File: config.mk
export PLATFORM = sky130hd
export DESIGN_NAME = round_controller_flat
export DESIGN_NICKNAME = d
export VERILOG_FILES = /design/src/rtl/round_if.sv /design/src/rtl/round_controller.sv /design/src/flat_wrapper.sv
export SDC_FILE = /design/constraint.sdc
export NUM_CORES = 1
export LEC_CHECK = 0
export CAP_MARGIN = 20
export CORE_UTILIZATION = 35
export DETAILED_ROUTE_END_ITERATION = 10
export PLACE_DENSITY = 0.63
export SETUP_SLACK_MARGIN = 0.2
export SYNTH_ARGS = -nofsm -noshare
export SYNTH_HDL_FRONTEND = slang
export SYNTH_SLANG_ARGS = --single-unit
File: constraint.sdc
create_clock -name clk -period 1.6 [get_ports clk]
set_input_delay 0.4 -clock clk [delete_from_list [all_inputs] [get_ports clk]]
set_output_delay 0.4 -clock clk [all_outputs]
set_load 0.02 [all_outputs]
File: src/rtl/round_if.sv
// Handshake bundle between the guess/button front end, the countdown timer and round_controller.
// The pause signal is present only when ROUND_PAUSE_EN is defined.
interface round_if #(
    parameter int MAX_ATTEMPTS = 5
) ();
    localparam int AW = $clog2(MAX_ATTEMPTS + 1);

    logic          start;
    logic          guess_valid;
    logic          guess_correct;
    logic          timer_expires;
`ifdef ROUND_PAUSE_EN
    logic          pause;
`endif
    logic          timer_enable;
    logic          timer_reset;
    logic          guess_ready;
    logic [AW-1:0] attempts_left;
    logic [2:0]    state;
    logic          game_won;
    logic          game_lost;

    modport master (
`ifdef ROUND_PAUSE_EN
        output pause,
`endif
        output start, guess_valid, guess_correct, timer_expires,
        input  timer_enable, timer_reset, guess_ready, attempts_left,
        input  state, game_won, game_lost
    );

    modport slave (
`ifdef ROUND_PAUSE_EN
        input  pause,
`endif
        input  start, guess_valid, guess_correct, timer_expires,
        output timer_enable, timer_reset, guess_ready, attempts_left,
        output state, game_won, game_lost
    );
endinterface

File: src/rtl/round_controller.sv
// Game-round sequencer: arms the countdown, gates its enable, takes guesses with a wrong-guess
// lockout and decides WIN/LOSE. Optional pause support is compiled in with ROUND_PAUSE_EN.
module round_controller #(
    parameter int MAX_ATTEMPTS   = 5,
    parameter int PENALTY_CYCLES = 0
) (
    input  logic   clk,
    input  logic   resetb,
    round_if.slave bus
);
    localparam int AW = $clog2(MAX_ATTEMPTS + 1);
    localparam int PW = (PENALTY_CYCLES > 0) ? $clog2(PENALTY_CYCLES + 1) : 1;

    typedef enum logic [2:0] {
        IDLE  = 3'd0,
        ARM   = 3'd1,
        RUN   = 3'd2,
        PAUSE = 3'd3,
        WIN   = 3'd4,
        LOSE  = 3'd5
    } state_t;

    state_t        state_q, state_d;
    logic [AW-1:0] attempts_q, attempts_d;
    logic [PW-1:0] penalty_q, penalty_d;
    logic          accept;
    logic          pause_req;

`ifdef ROUND_PAUSE_EN
    assign pause_req = bus.pause;
`else
    assign pause_req = 1'b0;
`endif

    always_ff @(posedge clk) begin
        if (!resetb) begin
            state_q    <= IDLE;
            attempts_q <= AW'(MAX_ATTEMPTS);
            penalty_q  <= '0;
        end else begin
            state_q    <= state_d;
            attempts_q <= attempts_d;
            penalty_q  <= penalty_d;
        end
    end

    // A guess is only taken while the Moore guess_ready decode is high.
    assign accept = (state_q == RUN) && (penalty_q == '0) && bus.guess_valid;

    always_comb begin
        state_d    = state_q;
        attempts_d = attempts_q;
        penalty_d  = penalty_q;
        case (state_q)
            IDLE: begin
                if (bus.start) state_d = ARM;
            end
            ARM: begin
                attempts_d = AW'(MAX_ATTEMPTS);
                penalty_d  = '0;
                state_d    = RUN;
            end
            RUN: begin
                if (bus.timer_expires) begin
                    state_d = LOSE;
                end else if (accept) begin
                    if (bus.guess_correct) begin
                        state_d = WIN;
                    end else if (attempts_q <= AW'(1)) begin
                        attempts_d = '0;
                        state_d    = LOSE;
                    end else begin
                        attempts_d = attempts_q - AW'(1);
                        penalty_d  = PW'(PENALTY_CYCLES);
                        state_d    = pause_req ? PAUSE : RUN;
                    end
                end else if (pause_req) begin
                    // Lockout countdown is frozen from the cycle the pause is taken.
                    state_d = PAUSE;
                end else if (penalty_q != '0) begin
                    penalty_d = penalty_q - PW'(1);
                end
            end
`ifdef ROUND_PAUSE_EN
            PAUSE: begin
                if (bus.timer_expires)  state_d = LOSE;
                else if (!pause_req)    state_d = RUN;
            end
`endif
            WIN, LOSE: begin
                if (bus.start) state_d = ARM;
            end
            default: state_d = IDLE;
        endcase
    end

    assign bus.timer_enable  = (state_q == RUN);
    assign bus.timer_reset   = (state_q == ARM);
    assign bus.guess_ready   = (state_q == RUN) && (penalty_q == '0);
    assign bus.attempts_left = attempts_q;
    assign bus.state         = state_q;
    assign bus.game_won      = (state_q == WIN);
    assign bus.game_lost     = (state_q == LOSE);

endmodule
File: src/flat_wrapper.sv
// flat-port wrapper written by rule: the top's interface ports become plain ports
module round_controller_flat 
#(
    parameter int MAX_ATTEMPTS   = 5,
    parameter int PENALTY_CYCLES = 0
)
  (clk, resetb, bus_start, bus_guess_valid, bus_guess_correct, bus_timer_expires, bus_timer_enable, bus_timer_reset, bus_guess_ready, bus_attempts_left, bus_state, bus_game_won, bus_game_lost);
  round_if #(.MAX_ATTEMPTS(MAX_ATTEMPTS)) bus_i ();
  input  logic clk;
  input  logic resetb;
  input wire logic [$bits(bus_i.start)-1:0] bus_start;
  input wire logic [$bits(bus_i.guess_valid)-1:0] bus_guess_valid;
  input wire logic [$bits(bus_i.guess_correct)-1:0] bus_guess_correct;
  input wire logic [$bits(bus_i.timer_expires)-1:0] bus_timer_expires;
  output wire logic [$bits(bus_i.timer_enable)-1:0] bus_timer_enable;
  output wire logic [$bits(bus_i.timer_reset)-1:0] bus_timer_reset;
  output wire logic [$bits(bus_i.guess_ready)-1:0] bus_guess_ready;
  output wire logic [$bits(bus_i.attempts_left)-1:0] bus_attempts_left;
  output wire logic [$bits(bus_i.state)-1:0] bus_state;
  output wire logic [$bits(bus_i.game_won)-1:0] bus_game_won;
  output wire logic [$bits(bus_i.game_lost)-1:0] bus_game_lost;
  assign bus_i.start = bus_start;
  assign bus_i.guess_valid = bus_guess_valid;
  assign bus_i.guess_correct = bus_guess_correct;
  assign bus_i.timer_expires = bus_timer_expires;
  assign bus_timer_enable = bus_i.timer_enable;
  assign bus_timer_reset = bus_i.timer_reset;
  assign bus_guess_ready = bus_i.guess_ready;
  assign bus_attempts_left = bus_i.attempts_left;
  assign bus_state = bus_i.state;
  assign bus_game_won = bus_i.game_won;
  assign bus_game_lost = bus_i.game_lost;
  round_controller #(.MAX_ATTEMPTS(MAX_ATTEMPTS), .PENALTY_CYCLES(PENALTY_CYCLES)) u_core (.clk(clk), .resetb(resetb), .bus(bus_i));
endmodule
==> metrics.csv <==
stage,metric,value,unit
sta,max_freq,656,MHz
floorplanning,start_util,0.401,
clocking,clk_pin_slew_worst_paths,0.05,ns
global_route,antenna_found_initial,0,
floorplanning,core-area,1170,sq um
worst_setup_path,cp-end-kind,output port,
clocking,htree_levels,1,
sta,post-route-period-util,0.953,
sta,rsz0062_at_grt,true,
clocking,ctsHoldBuffers,0,
placed_design,dp_hpwl,969,um
worst_setup_path,critPathSlowestCell,dfxtp_4,
worst_hold_path,min-delay-path-class,reg -> reg,
sta,fin_skew,0.00714,ns
job,max_cap_viol_count,0,
sta,layout_min_cycle_time,1.53,ns
floorplanning,dieArea,1490,sq um
yosys,synth.top_cell.area_share,0.256,
sta,relSlewSlack,0.785,
worst_setup_path,worstReg2RegStart,u_core.bus.state[1],
routing,routed_wl,1.34,mm
placed_design,port-buffer-count,16,
global_route,overflow,0,
routing,drtPass1Iterations,4,
sta,holdWs,0.539,ns
clocking,cts_max_path_buffers,2,
layout,nets,95,
yosys,async_reset_ff_frac,0,
power,power.leakage,0.375,nW
status,status,completed,
floorplanning,die_w,38.6,um
yosys,synth_warnings,0,
yosys,synthCells,54,
yosys,synthesis.nets,62,
worst_setup_path,endpoint,bus_game_lost,
global_route,grt_pass1_wl,2.20,mm
sta,setup_viol,0,
worst_setup_path,cp.arrival,1.13,ns
worst_setup_path,reg2reg_depth,5,
placed_design,finalWeightedCongestion,0.716,
worst_setup_path,crit_fanout,5,
clocking,insertion_delay,0.25,ns
routing,vias_per_cell,5.36,
yosys,synth_area,469,sq um
layout,syn2layout_area_growth,80.3,%
clocking,numCtsBuffers,3,
layout,post-route-util,0.722,
power,total_power,0.000540,W
routing,drtIter0Drc,11,
worst_setup_path,crit_chain,"or2b_1, nor2_2, buf_6",
routing,wl_per_cell,13.5,um
layout,drive_gt1_frac,0.541,
yosys,avgSynthCellArea,8.69,sq um
layout,antenna_cells,0,
routing,drtAntennaViolNets,0,
global_route,grt_pass1_vias,507,
layout,fillers,91,
floorplanning,io_pins,17,
routing,vias,531,
global_route,grt_max_degree,8,
clocking,root_buffer,clkbuf_4,
sta,worst_pin_slew,0.318,ns
floorplanning,row_count,12,
yosys,synth_most_common_cell,inv_1,
clocking,cts_tree,yes,
yosys,ys_ff_latch,6,
yosys,yosysSeqAreaShare,0.256,
worst_setup_path,max_stage_delay,0.37,ns
yosys,synthTopCellsByCount,"7 x inv_1, 6 x dfxtp_1, 5 x nor2_1",
worst_setup_path,ff2ff_setup_slack,0.21,ns
worst_setup_path,critPathKind,reg -> out,
sta,finalSetupTns,0,ns
global_route,grt_usage,0.220,
worst_setup_path,required,1.20,ns
clocking,clock_sinks,6,
power,powerDensity,638,nW/um^2
worst_setup_path,r2r-end,u_core.bus.attempts_left[1],
floorplanning,die_y,38.6,um
yosys,netlist_top_cells_area,"dfxtp_1 26%, inv_1 5.6%, and4bb_2 5.3%, ha_1 5.3%, nor3b_1 4.8%",
routing,drc_errors,0,
yosys,ys_types,30,
yosys,synth_edf_count,0,
sta,finalMaxSlewViolations,0,
worst_setup_path,crit_start,u_core.bus.state[2],
worst_setup_path,cp-start-kind,flop,
yosys,synth-main-ff-cell,dfxtp_1,
power,peakVddDrop,0.506,mV
yosys,synth_top_cell_by_area,dfxtp_1,
sta,hold_viol_final,0,
## cell usage in the layout (no fill, tap or decap), drive strengths merged, types with 2 or more instances in the layout
cell,instances
a21oi,2
and4bb,2
buf,22
clkbuf,3
clkdlybuf4s15,2
clkdlybuf4s50,2
dfxtp,6
dlygate4sd2,5
ha,2
inv,7
nand2b,3
nor2,5
nor3b,4
o21ai,2
## stage by stage
| step | area (sq um) | worst slack (ns) | cells |
|---|---|---|---|
| after detailed placement | 758 | -0.154 | 94 |
| after CTS | 813 | 0.0530 | 99 |
| after global routing | 846 | 0.0309 | 99 |
| after floorplan | 517 | 0.124 | 54 |
| final | 846 | 0.0747 | 99 |
| after global placement | 758 | -0.117 | 94 |
## worst min-delay path by stage
stage / startpoint / to / slack (ns) / cells past startpoint
floorplan: u_core.bus.attempts_left[1] / u_core.bus.attempts_left[1] / 0.51 / 2
finish: u_core.bus.attempts_left[1] / u_core.bus.attempts_left[1] / 0.54 / 2
global route: u_core.bus.attempts_left[1] / u_core.bus.attempts_left[1] / 0.57 / 2
global placement: u_core.bus.attempts_left[1] / u_core.bus.attempts_left[1] / 0.50 / 2
CTS: u_core.bus.attempts_left[1] / u_core.bus.attempts_left[1] / 0.53 / 2
detailed placement: u_core.bus.attempts_left[1] / u_core.bus.attempts_left[1] / 0.51 / 2
## logic make-up (layout without fill, tap and decap cells)
family | count (synthesis) | count (layout) | share of synthesized area
fa+ha+maj | 2 | 2 | 0.0533
mux | 1 | 1 | 0.0213
compound gates | 17 | 17 | 0.285
simple gates | 18 | 18 | 0.272
buf+inv | 10 | 41 | 0.112
flops | 6 | 6 | 0.256
## power by group
part           total, W  internal, W  leakage (nW)  switching, W
Combinational  0.000220     0.000117         0.309      0.000102
Sequential     0.000173     0.000157        0.0517     0.0000161
Clock          0.000146    0.0000853        0.0138     0.0000612
## timing repair
action | in CTS | in global routing
gates resized for setup | 51 | 11
setup endpoints to repair | 15 | 9
pin swaps | 2 | 2
buffers inserted | 2 | 0
## critical path: cells and delay by family, from the launching register on
kind | cells | cell delay (ns)
buf+inv | 1 | 0.12
flops | 1 | 0.37
simple gates | 2 | 0.38
## sequential cells by signal, indices dropped and copies added, names as in the netlist
name / flops
u_core.bus.attempts_left: 3
u_core.bus.state: 3
## cell type report
cell class | count | area (sq um) | area share
multi-input combinational | 38 | 373 | 0.441
timing repair buffer | 31 | 265 | 0.314
sequential | 6 | 139 | 0.164
inverter | 7 | 28.8 | 0.0340
clock buffer | 3 | 22.5 | 0.0266
tap | 14 | 17.5 | 0.0207
## layer usage
| metal | part of all wire | vias to the layer above | GRT usage |
|---|---|---|---|
| met5 | 0 | - | 0 |
| met4 | 0.026 | 0 | 0.129 |
| met3 | 0.057 | 5 | 0.0173 |
| met2 | 0.46 | 17 | 0.379 |
| met1 | 0.46 | 243 | 0.262 |
| li1 | - | 266 | - |
Power figures use the tool's default switching activity.
